--- src/rtl/lcd_pkg.sv ---
// Shared types and constants for the HD44780 LCD driver.
// Holds the FSM state encoding, instruction bytes and the power-up init table.
package lcd_pkg;

    typedef enum logic [2:0] {
        S_PWRUP,
        S_LOAD,
        S_SETUP,
        S_EHI,
        S_WAIT,
        S_IDLE
    } lcd_state_t;

    localparam logic [7:0] LCD_CLEAR = 8'h01;
    localparam logic [7:0] LCD_HOME  = 8'h02;
    localparam logic [7:0] LCD_HOME2 = 8'h03;
    localparam logic [7:0] LCD_LINE1 = 8'h80;
    localparam logic [7:0] LCD_LINE2 = 8'hC0;

    localparam int         INIT_LEN  = 7;
    localparam logic [2:0] INIT_LAST = 3'(INIT_LEN - 1);

    // Wake-up x3, 8-bit/2-line, display on, clear, entry increment.
    function automatic logic [7:0] init_byte(input logic [2:0] idx);
        logic [7:0] b;
        case (idx)
            3'd0:    b = 8'h30;
            3'd1:    b = 8'h30;
            3'd2:    b = 8'h30;
            3'd3:    b = 8'h38;
            3'd4:    b = 8'h0C;
            3'd5:    b = LCD_CLEAR;
            3'd6:    b = 8'h06;
            default: b = 8'h00;
        endcase
        return b;
    endfunction

endpackage

--- src/rtl/lcd_hd44780_driver_if.sv ---
// Upstream write port of the LCD driver.
// The producer drives en/cmd/data and honours busy.
interface lcd_hd44780_driver_if;
    logic       en;
    logic       cmd;
    logic [7:0] data;
    logic       busy;

    modport master (
        output en,
        output cmd,
        output data,
        input  busy
    );

    modport slave (
        input  en,
        input  cmd,
        input  data,
        output busy
    );
endinterface

--- src/rtl/lcd_cmd_fifo.sv ---
// Small synchronous FIFO buffering {cmd,data} entries.
// Head is read combinationally; push when full and pop when empty are ignored.
module lcd_cmd_fifo #(
    parameter  int DEPTH = 8,
    parameter  int WIDTH = 9,
    localparam int AW    = $clog2(DEPTH)
) (
    input  logic             clk,
    input  logic             rst,
    input  logic             push,
    input  logic             pop,
    input  logic [WIDTH-1:0] din,
    output logic [WIDTH-1:0] dout,
    output logic             empty,
    output logic             full,
    output logic [AW:0]      count
);
    localparam logic [AW:0] FULL_N = (AW + 1)'(DEPTH);

    logic [WIDTH-1:0] mem [DEPTH];
    logic [AW-1:0]    wr_ptr;
    logic [AW-1:0]    rd_ptr;
    logic             do_push;
    logic             do_pop;

    assign do_push = push & ~full;
    assign do_pop  = pop & ~empty;
    assign empty   = (count == '0);
    assign full    = (count == FULL_N);
    assign dout    = mem[rd_ptr];

    always_ff @(posedge clk or negedge rst) begin
        if (!rst) begin
            wr_ptr <= '0;
            rd_ptr <= '0;
            count  <= '0;
        end else begin
            if (do_push) wr_ptr <= wr_ptr + 1'b1;
            if (do_pop)  rd_ptr <= rd_ptr + 1'b1;
            case ({do_push, do_pop})
                2'b10:   count <= count + 1'b1;
                2'b01:   count <= count - 1'b1;
                default: count <= count;
            endcase
        end
    end

    always_ff @(posedge clk) begin
        if (do_push) mem[wr_ptr] <= din;
    end

endmodule

--- src/rtl/lcd_hd44780_driver.sv ---
// HD44780 write-only driver: runs the init sequence, then replays
// buffered {cmd,data} entries as timed 8-bit bus cycles.
module lcd_hd44780_driver
    import lcd_pkg::*;
#(
    parameter int FIFO_DEPTH    = 8,
    parameter int PWRUP_CYC     = 750000,
    parameter int SETUP_CYC     = 3,
    parameter int E_HI_CYC      = 12,
    parameter int WAIT_CYC      = 2000,
    parameter int WAIT_LONG_CYC = 82000,
    parameter int WAKE_CYC      = 205000
) (
    input  logic                 clk,
    input  logic                 rst,
    lcd_hd44780_driver_if.slave  up,
    output logic                 overflow,
    output logic                 lcd_rs,
    output logic                 lcd_rw,
    output logic                 lcd_e,
    output logic [7:0]           lcd_db
);
    localparam int AW      = $clog2(FIFO_DEPTH);
    localparam int MAX_A   = PWRUP_CYC > WAKE_CYC ? PWRUP_CYC : WAKE_CYC;
    localparam int CNT_MAX = MAX_A > WAIT_LONG_CYC ? MAX_A : WAIT_LONG_CYC;
    localparam int CW      = $clog2(CNT_MAX + 1);

    localparam logic [CW-1:0] PWRUP_END = CW'(PWRUP_CYC - 1);
    localparam logic [CW-1:0] SETUP_END = CW'(SETUP_CYC - 1);
    localparam logic [CW-1:0] EHI_END   = CW'(E_HI_CYC - 1);
    localparam logic [CW-1:0] WAIT_END  = CW'(WAIT_CYC - 1);
    localparam logic [CW-1:0] LONG_END  = CW'(WAIT_LONG_CYC - 1);
    localparam logic [CW-1:0] WAKE_END  = CW'(WAKE_CYC - 1);
    localparam logic [AW:0]   BUSY_THR  = (AW + 1)'(FIFO_DEPTH - 3);

    lcd_state_t    state, state_n;
    logic [CW-1:0] cnt, cnt_n;
    logic [2:0]    init_idx, idx_n;
    logic          init_done, done_n;
    logic          rs_n, e_n;
    logic [7:0]    db_n;
    logic          pop;
    logic [8:0]    head;
    logic          empty, full;
    logic [AW:0]   count;
    logic          long_cmd;
    logic [CW-1:0] wait_end;

    lcd_cmd_fifo #(
        .DEPTH (FIFO_DEPTH),
        .WIDTH (9)
    ) u_fifo (
        .clk   (clk),
        .rst   (rst),
        .push  (up.en),
        .pop   (pop),
        .din   ({up.cmd, up.data}),
        .dout  (head),
        .empty (empty),
        .full  (full),
        .count (count)
    );

    // Keep three free slots so a multi-write burst never overruns.
    assign up.busy = ~init_done | (count > BUSY_THR);
    assign lcd_rw  = 1'b0;

    assign long_cmd = ~lcd_rs & (lcd_db == LCD_CLEAR ||
                                 lcd_db == LCD_HOME  ||
                                 lcd_db == LCD_HOME2);

    always_comb begin
        wait_end = WAIT_END;
        if (!init_done && init_idx == '0) wait_end = WAKE_END;
        else if (long_cmd)                wait_end = LONG_END;
    end

    always_comb begin
        state_n = state;
        cnt_n   = cnt + 1'b1;
        idx_n   = init_idx;
        done_n  = init_done;
        rs_n    = lcd_rs;
        db_n    = lcd_db;
        e_n     = 1'b0;
        pop     = 1'b0;
        case (state)
            S_PWRUP: begin
                if (cnt == PWRUP_END) begin
                    state_n = S_LOAD;
                    cnt_n   = '0;
                    idx_n   = '0;
                end
            end
            S_LOAD: begin
                state_n = S_SETUP;
                cnt_n   = '0;
                if (init_done) begin
                    rs_n = ~head[8];
                    db_n = head[7:0];
                    pop  = 1'b1;
                end else begin
                    rs_n = 1'b0;
                    db_n = init_byte(init_idx);
                end
            end
            S_SETUP: begin
                if (cnt == SETUP_END) begin
                    state_n = S_EHI;
                    cnt_n   = '0;
                    e_n     = 1'b1;
                end
            end
            S_EHI: begin
                e_n = 1'b1;
                if (cnt == EHI_END) begin
                    state_n = S_WAIT;
                    cnt_n   = '0;
                    e_n     = 1'b0;
                end
            end
            S_WAIT: begin
                if (cnt == wait_end) begin
                    cnt_n = '0;
                    if (init_done) begin
                        state_n = S_IDLE;
                    end else if (init_idx == INIT_LAST) begin
                        done_n  = 1'b1;
                        state_n = S_IDLE;
                    end else begin
                        idx_n   = init_idx + 1'b1;
                        state_n = S_LOAD;
                    end
                end
            end
            S_IDLE: begin
                cnt_n = '0;
                if (!empty) state_n = S_LOAD;
            end
            default: begin
                state_n = S_PWRUP;
                cnt_n   = '0;
            end
        endcase
    end

    always_ff @(posedge clk or negedge rst) begin
        if (!rst) begin
            state     <= S_PWRUP;
            cnt       <= '0;
            init_idx  <= '0;
            init_done <= 1'b0;
            lcd_rs    <= 1'b0;
            lcd_db    <= 8'h00;
            lcd_e     <= 1'b0;
            overflow  <= 1'b0;
        end else begin
            state     <= state_n;
            cnt       <= cnt_n;
            init_idx  <= idx_n;
            init_done <= done_n;
            lcd_rs    <= rs_n;
            lcd_db    <= db_n;
            lcd_e     <= e_n;
            if (up.en && full) overflow <= 1'b1;
        end
    end

endmodule

--- src/flat_wrapper.sv ---
// flat-port wrapper written by rule: the top's interface ports become plain ports
module lcd_hd44780_driver_flat import lcd_pkg::*;
#(
    parameter int FIFO_DEPTH    = 8,
    parameter int PWRUP_CYC     = 750000,
    parameter int SETUP_CYC     = 3,
    parameter int E_HI_CYC      = 12,
    parameter int WAIT_CYC      = 2000,
    parameter int WAIT_LONG_CYC = 82000,
    parameter int WAKE_CYC      = 205000
)
  (clk, rst, overflow, lcd_rs, lcd_rw, lcd_e, lcd_db, up_en, up_cmd, up_data, up_busy);
  lcd_hd44780_driver_if up_i ();
  input  logic clk;
  input  logic rst;
  output logic overflow;
  output logic lcd_rs;
  output logic lcd_rw;
  output logic lcd_e;
  output logic [7:0] lcd_db;
  input wire logic [$bits(up_i.en)-1:0] up_en;
  input wire logic [$bits(up_i.cmd)-1:0] up_cmd;
  input wire logic [$bits(up_i.data)-1:0] up_data;
  output wire logic [$bits(up_i.busy)-1:0] up_busy;
  assign up_i.en = up_en;
  assign up_i.cmd = up_cmd;
  assign up_i.data = up_data;
  assign up_busy = up_i.busy;
  lcd_hd44780_driver #(.FIFO_DEPTH(FIFO_DEPTH), .PWRUP_CYC(PWRUP_CYC), .SETUP_CYC(SETUP_CYC), .E_HI_CYC(E_HI_CYC), .WAIT_CYC(WAIT_CYC), .WAIT_LONG_CYC(WAIT_LONG_CYC), .WAKE_CYC(WAKE_CYC)) u_core (.clk(clk), .rst(rst), .up(up_i), .overflow(overflow), .lcd_rs(lcd_rs), .lcd_rw(lcd_rw), .lcd_e(lcd_e), .lcd_db(lcd_db));
endmodule
--- config.mk ---
export PLATFORM = sky130hd
export DESIGN_NAME = lcd_hd44780_driver_flat
export DESIGN_NICKNAME = d
export VERILOG_FILES = /design/src/rtl/lcd_pkg.sv /design/src/rtl/lcd_hd44780_driver_if.sv /design/src/rtl/lcd_cmd_fifo.sv /design/src/rtl/lcd_hd44780_driver.sv /design/src/flat_wrapper.sv
export SDC_FILE = /design/constraint.sdc
export NUM_CORES = 1
export LEC_CHECK = 0
export ABC_AREA = 1
export CAP_MARGIN = 20
export CORE_MARGIN = 2
export CORE_UTILIZATION = 55
export DETAILED_ROUTE_END_ITERATION = 10
export GPL_TIMING_DRIVEN = 0
export PLACE_DENSITY = 0.73
export SYNTH_ARGS = -nofsm -noshare
export SYNTH_HDL_FRONTEND = slang
export SYNTH_SLANG_ARGS = --single-unit
--- constraint.sdc ---
create_clock -name clk -period 2.2 [get_ports clk]
set_input_delay 0.55 -clock clk [delete_from_list [all_inputs] [get_ports clk]]
set_output_delay 0.55 -clock clk [all_outputs]
set_load 0.1 [all_outputs]
==> summary.md <==
| Metric | Value |
|---|---|
| P&R area growth vs syn | 20.2% |
| Yosys cell types | 45 |
| Hold Fails Final Rpt | 0 |
| Die area | 11300 µm² |
| Die Y | 106 µm |
| CP Launch Point | u_core.state[0] |
| Fin. max-slew vios | 0 |
| Worst Path Max Fanout | 5 |
| Slowest cell on crit path | dfrtp_1 |
| Vias in the first global route | 4292 |
| Reg2Reg Depth | 17 |
| First-pass GRT wire length | 21500 µm |
| Startpoint types | register |
| Initial core utilization | 0.564 |
| Post-synth top flop | edfxtp_1 |
| Max clock buf depth | 2 |
| Pre-Repair DR Iteration Count | 5 |
| Crit path largest cell delay | 390 ps |
| Outcome | complete, but fails checks |
| Post-synthesis instance area | 5770 µm² |
| Post-synth top area share | 0.375 |
| R2r startpoint | u_core.state[0] |
| DPL Wire Length | between 8000 and 9000 µm |
| Worst Path Required | between 2000 and 3000 ps |
| Routed WL | 13300 µm |
| Average wire per cell in the routed design | 16.6 µm |
| WP data arrival | 2790 ps |
| Iteration-0 DRC Markers | 375 |
| Core area | 10200 µm² |
| All-Layer GR Usage | 0.254 |
| Fmax | 0.419 GHz |
| Synthesized area per cell | 9.59 µm² |
| Hold Slack | 477 ps |
| Most common library cells after synthesis | nand2_1, inv_1, edfxtp_1, nor2_1 |
| Slew headroom | 0.514 |
| Die width | approximately 110 µm |
| Vias/cell | between 5 and 6 |
| Yosys reg bits | 120 |
| P_leak | between 2 and 3 nW |
| Flop-to-flop setup slack | -190 ps |
| Post-Place Worst Slack | -566 ps |
| Final min period | 2390 ps |
| Register area share after synthesis | 0.583 |
| Worst skew pair latency | 520 ps |
| Number of synthesized flops with an enable pin | 72 |
| CTS Sinks | 120 |
| Violated checks | negative setup slack |
| TritonCTS buffer count | 17 |
| VDD IR max | 489 µV |
| Critical path class | reg2reg |
| Final setup vio count | 1 |
| Largest area contributor in the synthesized netlist | edfxtp_1 |
| Routability Congestion | between 0.8 and 0.9 |
| Diodes inserted | 0 |
| I/O pin cnt | 25 |
| HP Class | in2async |
| H-tree depth reported by CTS | 4 |
| Rows | 37 |
| Layout net count | 682 |
| Share of layout cells above drive strength 1 | 0.166 |
| Critical Path Most Common Cell | inv_2 |
| Worst-path clk slew | 60 ps |
| Final instance area | 6930 µm² |
| Reg-to-reg critical path endpoint | u_core.u_fifo.count[3] |
| Post-DP Area | between 6000 and 7000 µm² |
| RSZ-0062 raised after global routing | yes |
| Vias | 4466 |
| Port-buffer cells | 23 |
| PwrDens | 718 nW/µm² |
| Max-cap violations | 0 |
| Synth Net Count | around 630 |
| CTS Root Cell | clkbuf_8 |
| Final WS setup | -185 ps |
| Top cells by area, synth | edfxtp_1, dfrtp_1, nand2_1 |
| CTS tree | built |
| CP endpoint kind | register |
| Worst slew pin tran | 729 ps |
| Total negative slack | -185 ps |
| DRC | 0 |
| Maximum number of pins on one net before global-route repair | 35 |
| Top-count cell post-synth | nand2_1 |
| Initial antenna violation count | 0 |
| Layout Skew | 5.11 ps |
| Post-DRT Antenna Nets | 0 |
| Critical Path, Cell by Cell | inv_2 -> nor2_2 -> inv_2 -> nor2_4 -> clkinv_4 -> nor2_4 -> nand2_2 -> inv_2 -> ha_4 -> ha_4 -> nand2_2 -> nor2_2 -> a211oi_2 -> nor2_1 -> nor2_1 -> nand2_1 -> xor2_1 |
| Yosys warns | 0 |
| Ys async rst share | 0.400 |
| GR Overflow Total | 0 |
| Cells after synthesis | 601 |
| Final Cycle Share | 1.08 |
==> cells in the final DEF, fill, tap and decap left out, types with 14 or more instances in the layout <==
master,count
buf_4,17
clkbuf_16,16
dfrtp_1,47
o21ai_0,47
nor2_2,14
nand2_1,115
xor2_1,15
nor2_1,61
edfxtp_1,72
inv_1,69
nand3_1,32
==> state kept, by name, indices dropped and copies added (netlist names) <==
signal,flops
u_core.init_idx,3
u_core.u_fifo.wr_ptr,3
u_core.init_done,1
u_core.state,3
u_core.u_fifo.mem,72
u_core.lcd_e,1
u_core.lcd_rs,1
u_core.u_fifo.rd_ptr,3
u_core.u_fifo.count,4
u_core.overflow,1
u_core.cnt,20
u_core.lcd_db,8
==> metrics by stage <==
step | util | std cells | total power [W]
3_5_place_dp | 0.605 | 761 | 0.00250
3_3_place_gp | 0.604 | 760 | 0.00250
4_1_cts | 0.667 | 799 | 0.00500
5_1_grt | 0.678 | 806 | 0.00512
2_1_floorplan | - | 601 | 0.00245
6_report | 0.678 | 806 | 0.00498
==> logic make-up after synthesis <==
kind of cell    after synthesis  share of synthesized area
simple gates                253                      0.188
flops                       120                      0.583
xor+xnor                     16                     0.0243
buf+inv                     100                     0.0703
fa+ha+maj                    13                     0.0295
compound gates               98                      0.104
other cells                   1                   0.000650
==> worst max path at each step <==
stage	cells past startpoint	endpoint	slack, ps
after floorplan	2	up_busy	-250
after global placement	1	u_core.lcd_db[0]	-970
after detailed placement	4	u_core.u_fifo.mem[0][2]	-570
after CTS	17	u_core.u_fifo.count[3]	-110
after global routing	17	u_core.u_fifo.count[3]	-390
final	17	u_core.u_fifo.count[3]	-190
==> what timing repair did <==
action	in CTS	in global routing
setup buffers	5	8
endpoints found under the hold margin	14	0
setup endpoints to repair	43	53
pin swaps	2	9
gates resized for setup	46	18
hold buffers	1	0
==> critical path, delay by kind of cell, from the launching register on <==
family / cells / cell delay (ps)
flops: 1 / 390
xor+xnor: 1 / 140
buf+inv: 4 / 320
simple gates: 9 / 800
compound gates: 1 / 220
fa+ha+maj: 2 / 390
==> routing by layer <==
| metal | share of wire | vias to the layer above | GRT usage | wire length, µm |
|---|---|---|---|---|
| met4 | 0.011 | 0 | 0.0808 | 153 |
| met3 | 0.077 | 18 | 0.0638 | 1030 |
| met1 | 0.45 | 2133 | 0.372 | 5990 |
| met2 | 0.46 | 174 | 0.375 | 6170 |
| met5 | 0 | - | 0 | 0 |
| li1 | - | 2141 | - | - |
==> power breakdown <==
group	total (W)	internal, W	switching [W]
sequential	0.00239	0.00239	0.0000000000000000000508
combinational	0.0000643	0.0000224	0.0000420
clock	0.00252	0.00150	0.00102
total	0.00498	0.00391	0.00107
==> layout make-up <==
type	instances	area, µm²
flip-flops and latches	120	3360
fillers	772	3300
multi-input cells	381	2080
clock buffers	18	418
repair buffers	38	364
inverters	82	313
well taps	136	170
clock inverters	14	124
plain buffers	17	95.1
Note: power is estimated with default switching activity, not from simulation.
